**config.mk**
```make
export PLATFORM = sky130hd
export DESIGN_NAME = seg_frame_builder
export DESIGN_NICKNAME = d
export VERILOG_FILES = /design/src/rtl/seg_pkg.sv /design/src/rtl/hex7seg.sv /design/src/rtl/seg_frame_builder.sv
export SDC_FILE = /design/constraint.sdc
export NUM_CORES = 1
export LEC_CHECK = 0
export CORE_MARGIN = 10
export CORE_UTILIZATION = 60
export CTS_CLUSTER_SIZE = 25
export DETAILED_ROUTE_END_ITERATION = 12
export HOLD_SLACK_MARGIN = 0.05
export PLACE_DENSITY = 0.86
export SLEW_MARGIN = 0
export SYNTH_ARGS = -nofsm -noshare
export SYNTH_HDL_FRONTEND = slang
export SYNTH_HIERARCHICAL = 1
export SYNTH_SLANG_ARGS = --single-unit
```
**constraint.sdc**
```tcl
create_clock -name clk -period 9.9 [get_ports clk]
set_input_delay 1.98 -clock clk [delete_from_list [all_inputs] [get_ports clk]]
set_output_delay 1.98 -clock clk [all_outputs]
set_load 0.02 [all_outputs]
```
**src/rtl/seg_pkg.sv**
```systemverilog
// Shared types and constants for the seven-segment frame builder.
package seg_pkg;

   typedef enum logic [2:0] {
      IDLE,
      ENC,
      ARM,
      PULSE,
      WAIT_LO,
      WAIT_HI
   } state_t;

   // Active-high byte with every segment and the decimal point dark.
   localparam logic [7:0] SEG_OFF = 8'h00;

   // Active-high g..a patterns for hex digits 0..F.
   localparam logic [0:15][6:0] HEX_SEG = {
      7'h3F, 7'h06, 7'h5B, 7'h4F, 7'h66, 7'h6D, 7'h7D, 7'h07,
      7'h7F, 7'h6F, 7'h77, 7'h7C, 7'h39, 7'h5E, 7'h79, 7'h71
   };

endpackage

```
**src/rtl/hex7seg.sv**
```systemverilog
// Combinational hex digit to segment byte encoder with blank and polarity control.
module hex7seg
   import seg_pkg::*;
(
   input  logic [3:0] hex_i,
   input  logic       dp_i,
   input  logic       blank_i,
   input  logic       active_low_i,
   output logic [7:0] seg_o
);

   logic [7:0] raw;

   // Blank darkens the whole byte including dp; polarity is applied last.
   always_comb begin
      raw   = blank_i ? SEG_OFF : {dp_i, HEX_SEG[hex_i]};
      seg_o = active_low_i ? ~raw : raw;
   end

endmodule

```
**src/rtl/seg_frame_builder.sv**
```systemverilog
// Builds a 64-bit seven-segment frame digit by digit and hands it to a
// serializer with a start pulse and an ser_en handshake guarded by a timeout.
module seg_frame_builder
   import seg_pkg::*;
#(
   parameter int unsigned REFRESH_CYCLES = 100000,
   parameter int unsigned START_WIDTH    = 2,
   parameter int unsigned TIMEOUT_CYCLES = 1024,
   parameter bit          ACTIVE_LOW     = 1'b1
)(
   input  logic        clk,
   input  logic        rst,
   input  logic        upd,
   input  logic [31:0] hex_in,
   input  logic [7:0]  dp_in,
   input  logic [7:0]  blank_in,
   input  logic        ser_en,
   output logic [63:0] pdata,
   output logic        start,
   output logic        busy,
   output logic        err
);

   localparam int unsigned RW   = (REFRESH_CYCLES > 1) ? $clog2(REFRESH_CYCLES) : 1;
   localparam int unsigned CMAX = (START_WIDTH > TIMEOUT_CYCLES) ? START_WIDTH : TIMEOUT_CYCLES;
   localparam int unsigned CW   = $clog2(CMAX + 1);
   localparam logic [7:0]  BYTE_OFF = ACTIVE_LOW ? ~SEG_OFF : SEG_OFF;

   state_t         state_q, state_d;
   logic [RW-1:0]  ref_q;
   logic           tick;
   logic           pend_q, pend_d;
   logic [31:0]    hex_sh_q, hex_wk_q;
   logic [7:0]     dp_sh_q, dp_wk_q;
   logic [7:0]     blank_sh_q, blank_wk_q;
   logic [2:0]     idx_q, idx_d;
   logic [CW-1:0]  cnt_q, cnt_d;
   logic           err_q, err_d;
   logic [63:0]    pdata_q;
   logic           load_wk;
   logic           wr_byte;
   logic [7:0]     enc_byte;

   assign tick = (ref_q == RW'(REFRESH_CYCLES - 1));

   // Free-running refresh counter, wrapping at REFRESH_CYCLES-1.
   always_ff @(posedge clk or posedge rst) begin
      if (rst)       ref_q <= '0;
      else if (tick) ref_q <= '0;
      else           ref_q <= ref_q + 1'b1;
   end

   // Shadow copy of the display inputs, refreshed on every upd regardless of state.
   always_ff @(posedge clk or posedge rst) begin
      if (rst) begin
         hex_sh_q   <= '0;
         dp_sh_q    <= '0;
         blank_sh_q <= '0;
      end else if (upd) begin
         hex_sh_q   <= hex_in;
         dp_sh_q    <= dp_in;
         blank_sh_q <= blank_in;
      end
   end

   // A new request wins over the clear so an upd arriving on the ENC entry
   // edge still yields a follow-up frame with the fresh shadow contents.
   always_comb begin
      pend_d = pend_q;
      if (upd || tick) pend_d = 1'b1;
      else if (load_wk) pend_d = 1'b0;
   end

   // Working copy frozen for the duration of one frame.
   always_ff @(posedge clk or posedge rst) begin
      if (rst) begin
         hex_wk_q   <= '0;
         dp_wk_q    <= '0;
         blank_wk_q <= '0;
      end else if (load_wk) begin
         hex_wk_q   <= hex_sh_q;
         dp_wk_q    <= dp_sh_q;
         blank_wk_q <= blank_sh_q;
      end
   end

   hex7seg u_hex7seg (
      .hex_i        (hex_wk_q[{idx_q, 2'b00} +: 4]),
      .dp_i         (dp_wk_q[idx_q]),
      .blank_i      (blank_wk_q[idx_q]),
      .active_low_i (ACTIVE_LOW),
      .seg_o        (enc_byte)
   );

   // Next-state logic: encode, arm, pulse start, then follow the ser_en handshake.
   always_comb begin
      state_d = state_q;
      idx_d   = idx_q;
      cnt_d   = cnt_q;
      err_d   = err_q;
      load_wk = 1'b0;
      wr_byte = 1'b0;
      case (state_q)
         IDLE: begin
            if (pend_q) begin
               state_d = ENC;
               idx_d   = '0;
               load_wk = 1'b1;
            end
         end
         ENC: begin
            wr_byte = 1'b1;
            idx_d   = idx_q + 3'd1;
            if (idx_q == 3'd7) state_d = ARM;
         end
         ARM: begin
            state_d = PULSE;
            cnt_d   = '0;
         end
         PULSE: begin
            if (cnt_q == CW'(START_WIDTH - 1)) begin
               state_d = WAIT_LO;
               cnt_d   = '0;
            end else begin
               cnt_d = cnt_q + 1'b1;
            end
         end
         WAIT_LO: begin
            if (!ser_en) begin
               state_d = WAIT_HI;
               cnt_d   = '0;
            end else if (cnt_q == CW'(TIMEOUT_CYCLES - 1)) begin
               state_d = IDLE;
               err_d   = 1'b1;
            end else begin
               cnt_d = cnt_q + 1'b1;
            end
         end
         WAIT_HI: begin
            if (ser_en) begin
               state_d = IDLE;
            end else if (cnt_q == CW'(TIMEOUT_CYCLES - 1)) begin
               state_d = IDLE;
               err_d   = 1'b1;
            end else begin
               cnt_d = cnt_q + 1'b1;
            end
         end
         default: state_d = IDLE;
      endcase
   end

   // FSM, counters, sticky error and pending flag.
   always_ff @(posedge clk or posedge rst) begin
      if (rst) begin
         state_q <= IDLE;
         idx_q   <= '0;
         cnt_q   <= '0;
         err_q   <= 1'b0;
         pend_q  <= 1'b0;
      end else begin
         state_q <= state_d;
         idx_q   <= idx_d;
         cnt_q   <= cnt_d;
         err_q   <= err_d;
         pend_q  <= pend_d;
      end
   end

   // Frame register: only ENC writes it, one byte per cycle.
   always_ff @(posedge clk or posedge rst) begin
      if (rst)          pdata_q <= {8{BYTE_OFF}};
      else if (wr_byte) pdata_q[{idx_q, 3'b000} +: 8] <= enc_byte;
   end

   assign pdata = pdata_q;
   assign start = (state_q == PULSE);
   assign busy  = (state_q != IDLE);
   assign err   = err_q;

endmodule
```
==> metrics.md, run 1 <==
| Metric | Value |
|---|---|
| Status | `finished, final reports clean` |
| Setup TNS Final | `0 ns` |
| Core Util, Final | `0.7461` |
| Later-pin clock latency in the skew report | `0.43 ns` |
| Rows | `44` |
| Top FF cell, synth | `dfrtp_1` |
| Worst rel slew slack | `0.2369` |
| DRC | `0` |
| Routed vias/inst | `5.776` |
| EDFF count, synth | `0` |
| DIE HEIGHT | `142.3 um` |
| Routed WL | `19.38 mm` |
| Crit-path cells | `inv_1 > nor2_1 > clkdlybuf4s50_1` |
| Ant diodes | `0` |
| Wirelength per Cell | `approximately 19 um` |
| Fin nets | `876` |
| Die ar. | `20240 sq um` |
| Core footprint | `around 15000 sq um` |
| Initial Utilization | `0.6148` |
| Crit Path Max Fanout | `10` |
| Global-route track usage on met1 | `0.2481` |
| Number of I/O pins | `~120` |
| Async SR Flop Fraction | `1.000` |
| HPWL Detailed | `13.59 mm` |
| CP Capture Type | `primary output` |
| Pwr dens | `between 300 and 400 nW/um^2` |
| Max Clock Freq | `0.2480 GHz` |
| Vias in the first global route | `6166` |
| Total clock sinks | `between 150 and 200` |
| GRT Residual Overflow | `0` |
| Max incr delay on CP | `0.66 ns` |
| Clock skew | `0.01211 ns` |
| Initial drt markers | `between 300 and 400` |
| Hold Fails Final Rpt | `0` |
| Clk slew on worst S/H paths | `approximately 0.070 ns` |
| Fin. max-slew vios | `0` |
| WP data required | `7.92 ns` |
| Met3 usage | `0.04940` |
| Layer with the highest usage | `met2` |
| WP data arrival | `2.05 ns` |
| Total power | `between 3 and 4 mW` |
| Hold_ws | `0.4587 ns` |
| Final min period | `4.032 ns` |
| Crit Path Class | `register to primary output` |
| Yosys warns | `6` |
| CTS Hold Buffers Added | `0` |
| Post-CTS sizing | `0` |
| DRT Pass-1 Iters | `5` |
| Antenna violation net count after detailed routing | `0` |
| Crit path launch type | `register` |
| Post-CTS setup buffers | `0` |
| Seq cells post-synth | `196` |
| HP Class | `register to register` |
| Share of cells above drive strength 1 | `0.3143` |
| Placed cells | `973` |
| Number of buffers created by CTS | `17` |
| Syn nets | `763` |
| Met2 usage | `0.3182` |
| Crit-path leading delay family | `buffers and inverters` |
| Clk buf depth | `2` |
| H-tree levels | `4` |
| GP Congestion | `0.8485` |
| Vias after detailed routing | `roughly 5800` |
| Cell count after synthesis | `a little under 700` |
| Leakage power figure | `4.497 nW` |
| Avg Cell Area, Syn | `12.90 sq um` |
| Synth cell types | `69` |
| Post-Syn Area | `~9000 sq um` |
| RSZ-0062 raised after global routing | `no` |
| Post-synthesis sequential area ratio | `0.5558` |
| Area grow syn2layout | `21.36%` |
| Worst Tran Pin Value | `1.145 ns` |
| Post-Layout Cell Count | `1005` |
| First-pass GRT wire length | `around 32 mm` |
| # setup viols final | `0` |
| Die Wd | `142.3 um` |
| CTS tree | `done` |
| Root Buffer | `clkbuf_16` |
| Port Buffer Count | `118` |
| Tot GR Track Use | `0.1939` |
| VDD IR-drop max | `0.2748 mV` |
| Period utilization | `0.4073` |
| Max-cap violations | `0` |
| WP buf/inv | `2` |
| Largest net degree at the start of global routing | `113` |
| Critical-path top delay cell | `clkdlybuf4s50_1` |
| Initial antenna violation count | `0` |
[final timing paths]
path                       startpoint   endpoint  slack [ns]  cells after the start
setup / recovery           state_q[0]      start        5.87                      3
hold / removal                    err        err        0.46                      1
setup reg to reg             idx_q[0]  pdata[51]        6.40                     12
hold reg to reg                   err        err        0.46                      1
max in group asynchronous         rst  ref_q[15]        6.19                      3
min in group asynchronous         rst   cnt_q[0]        2.10                      2
[stage by stage]
stage	setup WS, ns	instance area [sq um]
floorplan	2.685	8969
global placement	5.756	10250
detailed placement	5.660	10250
CTS	5.880	10880
global route	5.749	10880
finish	5.868	10880
[per-layer routing]
layer / routed length [um] / vias to the layer above / part of all wire
met5: 0 / - / 0
met4: 274 / 0 / 0.014
met3: 1212 / 21 / 0.063
met2: 9540 / 179 / 0.49
met1: 8354 / 2934 / 0.43
li1: - / 2671 / -
[cell type report]
type | count | area, sq um
flip-flops and latches | 196 | 4985
multi-input cells | 443 | 3719
fillers | 908 | 3705
repair buffers | 121 | 1199
clock buffers | 19 | 442.9
well taps | 184 | 230.2
clock inverters | 13 | 195.2
inverters | 29 | 113.9
[report_power, final]
part / internal [mW] / switching [mW]
Combinational: 0.743 / 0.882
Sequential: 1.14 / 0.167
Clock: 0.434 / 0.307
[cell usage after synthesis, types with 3 or more instances]
library cell	count	area [sq um]
a211o_1	3	26.28
a21oi_1	6	30.03
a311oi_1	3	26.28
and2_1	12	75.07
and3_1	7	43.79
buf_1	3	11.26
buf_2	9	45.04
buf_4	8	60.06
clkbuf_1	5	18.77
dfrtp_1	132	3303
dfstp_2	64	1682
ha_1	16	200.2
inv_1	29	108.9
mux2_2	129	1453
mux2i_1	20	200.2
mux4_2	12	270.3
nand2_1	65	244.0
nand2b_1	4	25.02
nand3_1	12	60.06
nand4_1	3	18.77
nor2_1	36	135.1
nor3_1	6	30.03
nor3b_1	4	30.03
o21ai_0	21	105.1
o21ai_1	5	25.02
o21ai_2	3	26.28
or3_1	5	31.28
xnor2_1	12	105.1
xor2_1	12	105.1
[state kept, by name, indices dropped and copies added, names as in the netlist]
signal and count:
pend_q 1, cnt_q 11, state_q 3, err 1, idx_q 3, hex_wk_q 32
ref_q 17, dp_sh_q 8, blank_sh_q 8, dp_wk_q 8, blank_wk_q 8, hex_sh_q 32
pdata 64
[layout by cell type (no fill, tap or decap), types with 3 or more instances in the layout]
cell             count
dfrtp_1            132
mux2_2             129
clkdlybuf4s50_1    117
nand2_1             65
dfstp_2             64
nor2_1              36
inv_1               28
o21ai_0             21
mux2i_1             20
clkbuf_16           17
ha_1                16
nand3_1             12
and2_1              12
xnor2_1             12
mux4_2              12
xor2_1              12
nor3_1               6
and3_1               6
a21oi_1              6
o21ai_1              5
or3_1                5
nor3b_1              4
nand2b_1             4
clkinv_4             4
bufinv_16            4
o21ai_2              3
a311oi_1             3
a211o_1              3
nand4_1              3
clkinvlp_4           3
inv_6                3
buf_4                3
[worst reg2reg max path, delay by kind of cell, from the launching register on]
family	cells	cell delay (ns)
xor+xnor	1	0.52
flops	1	0.46
fa+ha+maj	1	0.25
mux	3	1.04
buf+inv	3	0.63
simple gates	4	0.49
[kinds of logic (layout without fill, tap and decap cells)]
family	count (synthesis)	after routing	synth area share
DFF	196	196	0.5558
and+or+nand+nor	172	172	0.09849
muxes	163	163	0.2186
AOI/OAI and AO/OA	67	67	0.05120
buffers and inverters	56	182	0.02971
xor gates and xnor gates	24	24	0.02344
adders and majority gates	16	16	0.02232
other	1	1	0.0004181
Note: power is estimated with default switching activity, not from simulation.
==> run 2, diff against run 1 <==
CORE_UTILIZATION = 55   (was 60)
PLACE_DENSITY = 0.8   (was 0.86)
clock period = 4.1 ns   (was 9.9 ns; I/O delays follow)
==> run 2 against run 1 <==
- non-clock buffer count increased by 2
- first-iteration DRC count increased by 51%
- highest routed layer unchanged
- clock power increased by 110%
- clock skew decreased by 0.0024 ns
- die area increased by 7.8%
- critical path depth increased by 6
- register-to-register slack got worse by 5.5 ns
- sequential power increased by 150%
- largest cell class unchanged
- design area decreased by 0.16%
==> metrics.md, run 2 (synthesized netlist as in run 1, its figures left out) <==
| Metric | Value |
|---|---|
| Setup TNS Final | `0 ns (unchanged)` |
| Worst rel slew slack | `0.2619 (was 0.2369)` |
| R2R Setup Slk | `0.90 ns (was 6.40 ns)` |
| Port Buffer Count | `118 (unchanged)` |
| WP data required | `4.48 ns (was 7.92 ns)` |
| DRC | `0 (unchanged)` |
| GP Congestion | `0.8951 (was 0.8485)` |
| Clk slew on worst S/H paths | `0.07 ns (about the same)` |
| Rows | `46 (was 44)` |
| H-tree levels | `4 (unchanged)` |
| # setup viols final | `0 (unchanged)` |
| CTS Hold Buffers Added | `0 (unchanged)` |
| Placed cells | `1007 (was 973)` |
| Reg-to-Reg Start | `idx_q[0] (unchanged)` |
| First-pass GRT wire length | `32.34 mm (was 31.79 mm)` |
| Post-CTS sizing | `0 (unchanged)` |
| Core footprint | `15940 sq um (was 14590 sq um)` |
| Most common cell after layout, fill and taps aside | `dfrtp_1 (unchanged)` |
| Routed vias/inst | `5.609 (was 5.776)` |
| Clock skew | `0.009739 ns (was 0.01211 ns)` |
| Period utilization | `0.7804` |
| Status | `finished, final reports clean (unchanged)` |
| VDD IR-drop max | `0.4056 mV (was 0.2748 mV)` |
| Commonest non-fill, non-tap cells in the layout | `dfrtp_1, mux2_2, clkdlybuf4s50_1, nand2_1, dfstp_2 (unchanged)` |
| Initial Utilization | `0.5625 (was 0.6148)` |
| Die ar. | `21810 sq um (was 20240 sq um)` |
| Crit Path Class | `register to register (was register to primary output)` |
| Wirelength per Cell | `18.77 um (was 19.28 um)` |
| Worst r2r path cells | `9 (was 12)` |
| Endpoint, Worst Hold | `err (unchanged)` |
| Max Clock Freq | `0.3125 GHz` |
| HP Class | `register to register (unchanged)` |
| DRT Pass-1 Iters | `5 (unchanged)` |
| Fin nets | `878 (was 876)` |
| Largest register FFs | `64 (unchanged)` |
| Largest net degree at the start of global routing | `80 (was 113)` |
| Vias in the first global route | `6350 (was 6166)` |
| Fin. max-slew vios | `0 (unchanged)` |
| WP data arrival | `3.58 ns (was 2.05 ns)` |
| Final min period | `roughly 3.2 ns` |
| Pwr dens | `790.4 nW/um^2 (was 337.1 nW/um^2)` |
| Antenna violation net count after detailed routing | `0 (unchanged)` |
| Crit Path Max Fanout | `15 (was 10)` |
| Post-CTS setup buffers | `0 (unchanged)` |
| Crit Reg-Reg Endpoint | `pdata[10] (was pdata[51])` |
| Crit path launch type | `register (unchanged)` |
| Clk buf depth | `2 (unchanged)` |
| Max-cap violations | `0 (unchanged)` |
| Later-pin clock latency in the skew report | `0.43 ns (about the same)` |
| Vias after detailed routing | `5828 (was 5805)` |
| HPWL Detailed | `14.37 mm (was 13.59 mm)` |
| Post-Layout Cell Count | `1039 (was 1005)` |
| Number of buffers created by CTS | `17 (unchanged)` |
| Die Wd | `147.7 um (was 142.3 um)` |
| GRT Residual Overflow | `0 (unchanged)` |
| Total power | `8.589 mW (was 3.669 mW)` |
| CTS tree | `done (unchanged)` |
| Initial drt markers | `561 (was 372)` |
| CP Capture Type | `register (was primary output)` |
| Final Instance Area | `10870 sq um (was 10880 sq um)` |
| Area grow syn2layout | `21.16% (was 21.36%)` |
| Initial antenna violation count | `0 (unchanged)` |
| Dpl cell area | `10320 sq um (was 10250 sq um)` |
| Hold_ws | `0.4560 ns (was 0.4587 ns)` |
| Worst Hold Launch | `err (unchanged)` |
| Ant diodes | `0 (unchanged)` |
| Total clock sinks | `196 (unchanged)` |
| Number of I/O pins | `119 (unchanged)` |
| Root Buffer | `clkbuf_16 (unchanged)` |
| Hold Crit Depth | `1 (unchanged)` |
| Tot GR Track Use | `0.1824 (was 0.1939)` |
| Share of cells above drive strength 1 | `0.3171 (was 0.3143)` |
| Leakage power figure | `4.479 nW (was 4.497 nW)` |
| Routed WL | `19.50 mm (was 19.38 mm)` |
| Hold Fails Final Rpt | `0 (unchanged)` |
| DIE HEIGHT | `147.7 um (was 142.3 um)` |
| RSZ-0062 raised after global routing | `no (unchanged)` |
| Worst Tran Pin Value | `1.107 ns (was 1.145 ns)` |
==> run 2: changes by cell type in the layout (fill, tap and decap cells not counted), moves of 2 or more <==
cell / change
inv_4: +3
clkinv_2: +2
bufinv_16: -4
inv_6: +2
buf_12: +2
clkinv_4: -2
==> run 2: cell type report <==
type / count / area [sq um]
Clock buffer: 17 / 425.4
Clock inverter: 15 / 116.4
Fill cell: 1164 / 5076
Inverter: 29 / 112.6
Multi-Input combinational cell: 443 / 3719
Sequential cell: 196 / 4985
Tap cell: 216 / 270.3
Timing Repair Buffer: 123 / 1239
==> run 2: worst max-delay path, stage by stage, from the launching register on <==
cell	delay (ns)
dfrtp_1	0.65
buf_4	0.33
mux4_2	0.52
nand2_1	0.08
nand2_1	0.25
nor3b_1	0.30
a311oi_1	0.09
xor2_1	0.55
and2_1	0.24
mux2_2	0.15
==> run 2: per-stage QoR <==
stage	setup WS, ns	utilization
6_report	0.9002	0.6816
3_5_place_dp	0.9154	0.6476
3_3_place_gp	1.018	0.6476
4_1_cts	0.8753	0.6816
2_1_floorplan	0.7999	-
5_1_grt	0.6149	0.6816
==> run 2: worst max-delay path by stage <==
stage	startpoint	endpoint	slack [ns]
floorplan	rst	blank_sh_q[0]	0.80
global placement	idx_q[0]	pdata[45]	1.02
detailed placement	idx_q[0]	pdata[45]	0.92
CTS	idx_q[0]	pdata[10]	0.88
global route	idx_q[0]	pdata[45]	0.61
finish	idx_q[0]	pdata[10]	0.90
==> run 2: power breakdown <==
part | internal [mW] | leakage (nW) | switching (mW) | total, mW
Clock | 0.790 | 0.268 | 0.757 | 1.55
Sequential | 2.75 | 2.27 | 0.440 | 3.19
Combinational | 1.80 | 1.95 | 2.06 | 3.86
==> run 2: metal layers <==
metal  wire length, um  GRT usage  share of wire  vias to the layer above
li1                  -          -              -                     2672
met4               204    0.04856          0.010                        0
met1              8250     0.2218           0.42                     2939
met3              1166    0.05372          0.060                       23
met5                 0          0              0                        -
met2              9881     0.3102           0.51                      194
==> run 3, diff against run 2 <==
clock period = 3.2 ns   (was 4.1 ns; I/O delays follow)
==> run 3 against run 2 <==
- critical path depth increased by 3
- sequential power increased by 28%
- cell count increased by 1.1%
- count of clock-buffer cells in the layout increased by 3
- sequential cell count unchanged
- global-route usage increased by 0.36 points
- clock power increased by 39%
- combinational power increased by 33%
- via count increased by 0.98%
- total power increased by 32%
- hold slack improved by 0.0041 ns
- non-clock buffer count increased by 11
- critical path type unchanged
- critical endpoint is now pdata[41]
- largest power group unchanged
==> metrics.md, run 3 (synthesized netlist as in run 1, its figures left out) <==
| Metric | Value |
|---|---|
| HPWL Detailed | `14.64 mm (was 14.37 mm)` |
| Routed WL | `19.75 mm (was 19.50 mm)` |
| Period utilization | `0.9316 (was 0.7804)` |
| DRC | `0 (unchanged)` |
| Layout fillers | `1133 (was 1164)` |
| Worst Hold Launch | `err (unchanged)` |
| Commonest non-fill, non-tap cells in the layout | `dfrtp_1, mux2_2, clkdlybuf4s50_1, nand2_1, dfstp_2 (unchanged)` |
| Clock skew | `0.008827 ns (was 0.009739 ns)` |
| Initial drt markers | `450 (was 561)` |
| Leakage power figure | `4.563 nW (was 4.479 nW)` |
| WP data required | `3.56 ns (was 4.48 ns)` |
| # setup viols final | `0 (unchanged)` |
| Final min period | `2.981 ns (was 3.200 ns)` |
| Initial antenna violation count | `0 (unchanged)` |
| Tot GR Track Use | `0.1860 (was 0.1824)` |
| CP Capture Type | `register (unchanged)` |
| Die ar. | `21810 sq um (unchanged)` |
| Routed vias/inst | `5.605 (was 5.609)` |
| Vias after detailed routing | `5885 (was 5828)` |
| Ant diodes | `0 (unchanged)` |
| Vias in the first global route | `6299 (was 6350)` |
| Max Clock Freq | `0.3355 GHz (was 0.3125 GHz)` |
| Total clock sinks | `196 (unchanged)` |
| Reg-to-Reg Start | `idx_q[0] (unchanged)` |
| Clk slew on worst S/H paths | `0.07 ns (about the same)` |
| VDD IR-drop max | `0.5367 mV (was 0.4056 mV)` |
| Rows | `46 (unchanged)` |
| Area grow syn2layout | `22.73% (was 21.16%)` |
| Wirelength per Cell | `18.80 um (was 18.77 um)` |
| CTS Hold Buffers Added | `0 (unchanged)` |
| Clk buf depth | `2 (unchanged)` |
| Antenna violation net count after detailed routing | `0 (unchanged)` |
| DRT Pass-1 Iters | `5 (unchanged)` |
| RSZ-0062 raised after global routing | `no (unchanged)` |
| Worst rel slew slack | `0.4060 (was 0.2619)` |
| GP Congestion | `0.8775 (was 0.8951)` |
| WP data arrival | `3.34 ns (was 3.58 ns)` |
| Port Buffer Count | `118 (unchanged)` |
| GRT Residual Overflow | `0 (unchanged)` |
| Die Wd | `147.7 um (unchanged)` |
| Area occupied by multi-input gates | `3726 sq um (was 3719 sq um)` |
| DIE HEIGHT | `147.7 um (unchanged)` |
| Crit Path Max Fanout | `6 (was 15)` |
| WL met3 | `1.200 mm (was 1.166 mm)` |
| Crit Path Class | `register to register (unchanged)` |
| Total power | `11.33 mW (was 8.589 mW)` |
| Fin nets | `889 (was 878)` |
| First-pass GRT wire length | `32.96 mm (was 32.34 mm)` |
| Metal1 wirelength | `8.352 mm (was 8.250 mm)` |
| Hold Fails Final Rpt | `0 (unchanged)` |
| CTS tree | `done (unchanged)` |
| WL met2 | `9.818 mm (was 9.881 mm)` |
| Largest register FFs | `64 (unchanged)` |
| Largest net degree at the start of global routing | `86 (was 80)` |
| Crit path launch type | `register (unchanged)` |
| Initial Utilization | `0.5625 (unchanged)` |
| Later-pin clock latency in the skew report | `0.44 ns (was 0.43 ns)` |
| Number of I/O pins | `119 (unchanged)` |
| Source of the critical timing path | `idx_q[0] (unchanged)` |
| Max-cap violations | `0 (unchanged)` |
| Pwr dens | `1029 nW/um^2 (was 790.4 nW/um^2)` |
| Status | `finished, final reports clean (unchanged)` |
| Share of cells above drive strength 1 | `0.3261 (was 0.3171)` |
| Core footprint | `15940 sq um (unchanged)` |
| Setup TNS Final | `0 ns (unchanged)` |
| Root Buffer | `clkbuf_16 (unchanged)` |
| Worst Tran Pin Value | `0.8842 ns (was 1.107 ns)` |
| Fin. max-slew vios | `0 (unchanged)` |
| Register area | `4986 sq um (was 4985 sq um)` |
| Most common cell after layout, fill and taps aside | `dfrtp_1 (unchanged)` |
| Max layer used | `met4 (unchanged)` |
| Number of buffers created by CTS | `17 (unchanged)` |
| H-tree levels | `4 (unchanged)` |
| HP Class | `register to register (unchanged)` |
[run 3: cell types whose count changed in the layout (fill, tap and decap cells not counted), sizes merged]
| cell | change |
|---|---|
| buf | +11 |
| bufinv | +2 |
| clkbuf | +3 |
| clkinvlp | -2 |
| inv | -3 |
[run 3: where the power goes]
part	total, mW	internal, mW	switching [mW]
registers	4.07	3.52	0.547
logic	5.12	2.43	2.69
clock network	2.15	1.19	0.955
[run 3: critical path, cell delays in order, from the launching register on]
cell and delay (ns):
dfrtp_2 0.43, buf_4 0.18, mux4_2 0.51, nand2_1 0.08, nand2_1 0.14, inv_1 0.15
ha_1 0.25, inv_1 0.08, mux2i_1 0.07, a211o_1 0.36, xnor2_2 0.20, and2_1 0.18
mux2_2 0.27
[run 3: area by class of cell]
type | count | area share
Sequential cell | 196 | 0.4530
Clock buffer | 20 | 0.04058
Timing Repair Buffer | 134 | 0.1200
Clock inverter | 12 | 0.01307
Multi-Input combinational cell | 443 | 0.3385
Tap cell | 216 | 0.02455
Inverter | 29 | 0.01023
[run 3: routing by layer]
layer / global-route usage / vias to the layer above
li1: - / 2710
met1: 0.2309 / 2958
met2: 0.3091 / 183
met3: 0.04915 / 34
met4: 0.06244 / 0
met5: 0 / -
[run 3: worst paths after layout]
path | endpoint | slack (ns) | depth (start not counted)
min in group asynchronous | ref_q[12] | 0.66 | 2
worst max-delay path | pdata[41] | 0.22 | 12
worst min register to register | err | 0.46 | 1
worst max register to register | pdata[41] | 0.22 | 12
worst min-delay path | err | 0.46 | 1
max in group asynchronous | dp_sh_q[5] | 1.68 | 3
[run 3: through the flow]
step	instance area, sq um	setup WS (ns)	hold slack, ns	cells	utilization
4_1_cts	10980	0.1010	0.4583	1048	0.6889
2_1_floorplan	8972	0.07987	0.4485	695	-
3_3_place_gp	10390	0.3143	0.4393	1016	0.6519
3_5_place_dp	10390	0.1191	0.4433	1016	0.6519
5_1_grt	11010	0.01550	0.4892	1050	0.6904
6_report	11010	0.2190	0.4601	1050	0.6904
[run 3: what timing repair did]
item | 4_1_cts | 5_1_grt
endpoints found under the setup margin | 0 | 9
setup buffers | 0 | 2
resized for setup | 0 | 2
==> RTL edit 1 (settings of run 3) <==
The parameter `ACTIVE_LOW` goes from 1'b1 to 1'b0.
--- a/src/rtl/seg_frame_builder.sv
+++ b/src/rtl/seg_frame_builder.sv
@@ -6,7 +6,7 @@
    parameter int unsigned REFRESH_CYCLES = 100000,
    parameter int unsigned START_WIDTH    = 2,
    parameter int unsigned TIMEOUT_CYCLES = 1024,
-   parameter bit          ACTIVE_LOW     = 1'b1
+   parameter bit          ACTIVE_LOW     = 1'b0
 )(
    input  logic        clk,
    input  logic        rst,
Behaviour: not the same (a bounded check fails within 4 cycles, from zero or initial values and one cycle with rst high).
==> RTL edit 1 against run 3 <==
Cell area is 0.52% lower. Worst setup slack gained 30 ps. Sequential power down 5.9%. Area after synthesis decreased by 0.89%. Sequential cell count is the same. Global-route usage down 0.11 points. Wire length is essentially flat. Power fell by 2.0%. Largest cell class unchanged.
==> RTL edit 1: results (changes against run 3) <==
[synth]
synth.area.top_cells = dfrtp_1, mux2_2, mux4_2, nand2_1, ha_1
synth-adder-area-share_pct = 2.25  ; +0.020 points
synth_compound_area_share_pct = 5.17  ; +0.046 points
synth.avg_cell_area_um2 = 12.8  ; -0.89%
seq_area_frac_synth_pct = 55.2  ; -0.40 points
synth_cell_types = 68  ; -1.4%
synth_xor_area_share_pct = 2.36  ; +0.021 points
synth_common_cells = dfrtp_1, mux2_2, nand2_1, nor2_1, inv_1

[grt]
grt_max_degree = 52  ; -40%
grt_pass1_wl_um = 32800  ; -0.55%
grt_pass1_vias = 6236  ; -1.0%

[finish]
drive_above_1_share_pct = 25.3  ; -7.3 points

[timing]
slew_headroom_pct = 24.8  ; -16 points

[power_and_ir_drop]
ir_worst_vdd_mv = 0.543  ; +1.2%
combPwrFrac_pct = 46.3  ; +1.1 points
sw_frac_of_total_pct = 38.4  ; +1.4 points
p_clk_share_pct = 19.2  ; +0.3 points
p_leak_nw = 4.71  ; +3.2%

[critical_path]
arrival_ps = 3270  ; -70 ps
r2r_end = pdata[40]
critPathMaxFanout = 8  ; +2

[routing]
drt_iter0_markers = 333  ; -26%
firstDrtPassIters = 4  ; -1
totalWireLength_um = 19700  ; about the same

[placed_design]
place_inst = 1018  ; +0.20%
dpl_cell_area_um2 = 10300  ; -0.51%
dpl.hpwl_um = 14600  ; -0.27%
gp_congestion = 0.848  ; -3.3%

[status]
status = completed

[RTL edit 1: changes by cell type in the layout (fill, tap and decap cells not counted), moves of 2 or more]
cell / change
inv_8: +2
xor2_1: -2
clkinv_4: -2
clkinvlp_4: +3
clkinv_8: +2
dfstp_2: -64
clkbuf_1: -2
xor2_2: +2
dfrtp_1: +64
[RTL edit 1: worst max-delay path, stage by stage (launching register included)]
cell and delay, ps:
dfrtp_2 500, mux4_2 530, nand2_1 80, nand2_1 120
inv_1 170, ha_1 190, nor2_1 70, a221oi_1 380
nor2_1 90, xor2_1 150, buf_4 170, and2_1 150
mux2_2 260
[RTL edit 1: layer usage]
metal | wire, um | up-vias | GRT usage, %
li1 | - | 2702 | -
met5 | 0 | - | 0
met3 | 1020 | 15 | 5.37
met4 | 164 | 0 | 4.61
met2 | 10100 | 142 | 30.6
met1 | 8440 | 2915 | 23.4
[RTL edit 1: worst max path at each step]
| stage | to | start |
|---|---|---|
| CTS | pdata[10] | idx_q[0] |
| global route | pdata[11] | idx_q[0] |
| floorplan | blank_sh_q[0] | rst |
| finish | pdata[40] | idx_q[0] |
| detailed placement | pdata[10] | idx_q[0] |
| global placement | pdata[43] | idx_q[0] |
[RTL edit 1: cell type report]
class | instances | area share (%)
Multi-Input combinational cell | 443 | 34.1
Sequential cell | 196 | 44.8
Clock buffer | 17 | 3.89
Clock inverter | 15 | 1.53
Tap cell | 216 | 2.47
Inverter | 29 | 1.03
Timing Repair Buffer | 134 | 12.2
[RTL edit 1: per-stage QoR]
step                      worst slack [ps]  total power [mW]
after floorplan                       27.6              7.07
after global placement                 208              8.75
after detailed placement              62.4              9.00
after CTS                             44.0              11.2
after global routing                  1.13              11.8
final                                  249              11.1
==> RTL edit 2 (config.mk and constraints of run 3) <==
Made on the original files. The 6 states of `state_t` get a one-hot encoding in 6 bits.
--- a/src/rtl/seg_pkg.sv
+++ b/src/rtl/seg_pkg.sv
@@ -1,13 +1,13 @@
 // Shared types and constants for the seven-segment frame builder.
 package seg_pkg;
 
-   typedef enum logic [2:0] {
-      IDLE,
-      ENC,
-      ARM,
-      PULSE,
-      WAIT_LO,
-      WAIT_HI
+   typedef enum logic [5:0] {
+      IDLE    = 6'b000001,
+      ENC     = 6'b000010,
+      ARM     = 6'b000100,
+      PULSE   = 6'b001000,
+      WAIT_LO = 6'b010000,
+      WAIT_HI = 6'b100000
    } state_t;
 
    // Active-high byte with every segment and the decimal point dark.
Behaviour: no difference found for any inputs over 10 cycles, from zero or initial values and one cycle with rst high; not proved beyond that.
==> RTL edit 2 against run 3 <==
Sequential cell count up 3. Critical path depth down 3. Wire length shrank 2.7%. Worst hold slack better by 5.1 ps. Clock power fell by 3%. Combinational power down 39%. Via count decreased by 1.4%. Power is 23% lower. Sequential power fell by 13%. Worst setup slack worse by 41 ps. First-iteration DRC count is 14% lower. Area after synthesis up 1.7%. Cell area rose by 1.5%. Largest power group is now sequential cells.
==> RTL edit 2: results (changes against run 3) <==
[status]
status = completed

[routing]
totalWireLength_um = 19200  ; -2.7%
vias = 5802  ; -1.4%
drt_iter0_markers = 385  ; -14%
wl_met2_um = 8930  ; -9.0%
wl_per_cell_um = 18.5  ; -1.5%
firstDrtPassIters = 4  ; -1
dr_wl_met3_um = 1110  ; -7.8%
met1Wirelength_um = 8830  ; +5.7%

[synth]
muxShareOfSynthArea_pct = 23.5  ; +1.6 points
synth_nets = 749  ; -1.8%
async_flop_share_pct = 100  ; unchanged
synth-adder-area-share_pct = 2.19  ; -0.038 points
synth.area.top_cells = dfrtp_1, mux2_2, dfstp_2, mux4_2, ha_1
synth_compound_area_share_pct = 4.47  ; -0.65 points
synth_cell_types = 67  ; -2.9%
seq_area_frac_synth_pct = 55.5  ; -0.12 points
synth_common_cells = mux2_2, dfrtp_1, dfstp_2, nor2_1, nand2_1
synth_xor_area_share_pct = 2.30  ; -0.040 points
synth.avg_cell_area_um2 = 13.4  ; +3.8%

[critical_path]
cp_slowest_stage_delay_ps = 490  ; -20 ps
rr_worst_depth = 9  ; -3
crit_slowest_cell = mux4_2
crit_end = pdata[53]
arrival_ps = 3380  ; +40 ps
critPathMaxFanout = 14  ; +8

[clocking]
clock_latency_ps = 430
numCtsBuffers = 17  ; unchanged
cts_setup_buffers = 0  ; unchanged

[finish]
diodes = 0  ; unchanged
drive_above_1_share_pct = 35.8  ; +3.2 points
fin_nets = 873  ; -1.8%
largest_register_ffs = 64  ; unchanged

[grt]
grt_max_degree = 78  ; -9.3%
grtUsageTotal_pct = 17.5  ; -1.1 points
grt_pass1_vias = 6126  ; -2.7%
grt_use_met3_pct = 4.34  ; -0.58 points
grt.met1_usage_pct = 24.1  ; +1.0 points
use_met2_pct = 26.2  ; -4.7 points
grt_pass1_wl_um = 31400  ; -4.8%

[placed_design]
io_buffer_count = 118  ; unchanged
dpl.hpwl_um = 14300  ; -2.6%
gp_congestion = 0.839  ; -4.4%
place_ws_ps = 55.7  ; -63.4 ps
dpl_cell_area_um2 = 10600  ; +1.9%

[power_and_ir_drop]
sw_frac_of_total_pct = 33.3  ; -3.7 points
ir_worst_vdd_mv = 0.456  ; -15%
p_leak_nw = 4.68  ; +2.6%

[min_path]
holdPathStages = 1  ; unchanged

[timing]
layout_setup_ws_ps = 178  ; -41.3 ps
slew_violations = 0  ; unchanged
tightest_slew_ps = 1090  ; +203 ps
finClkSkew_ps = 8.45  ; -0.381 ps
timing.hold.ws_ps = 465  ; +5.12 ps

[RTL edit 2: cell types whose count changed after synthesis, sizes merged, moves of 11 or more]
cell	run 3	this run
inv	29	18
and2	12	24
o21ai	29	13
buf	22	9
mux2i	20	2
mux2	130	162
nand2	66	34
[RTL edit 2: area by class of cell]
class,instances,area [um2],area share (%)
Multi-Input combinational cell,439,3890,34.8
Clock buffer,19,443,3.97
Sequential cell,199,5060,45.3
Inverter,19,75.1,0.672
Tap cell,220,275,2.46
Timing Repair Buffer,129,1280,11.5
Clock inverter,13,138,1.23
[RTL edit 2: power by group through the flow]
stage                     registers [mW]  logic (mW)  clock network [mW]
after CTS                           3.52        3.17                2.13
after floorplan                     3.58        2.15                   0
after global routing                3.58        3.42                2.24
after detailed placement            3.57        3.15                   0
final                               3.53        3.14                2.09
after global placement              3.54        3.01                   0
[RTL edit 2: timing repair]
action | 4_1_cts | 5_1_grt
setup endpoints to repair | 0 | 36
resized for setup | 0 | 1
hold buffers | 0 | 0
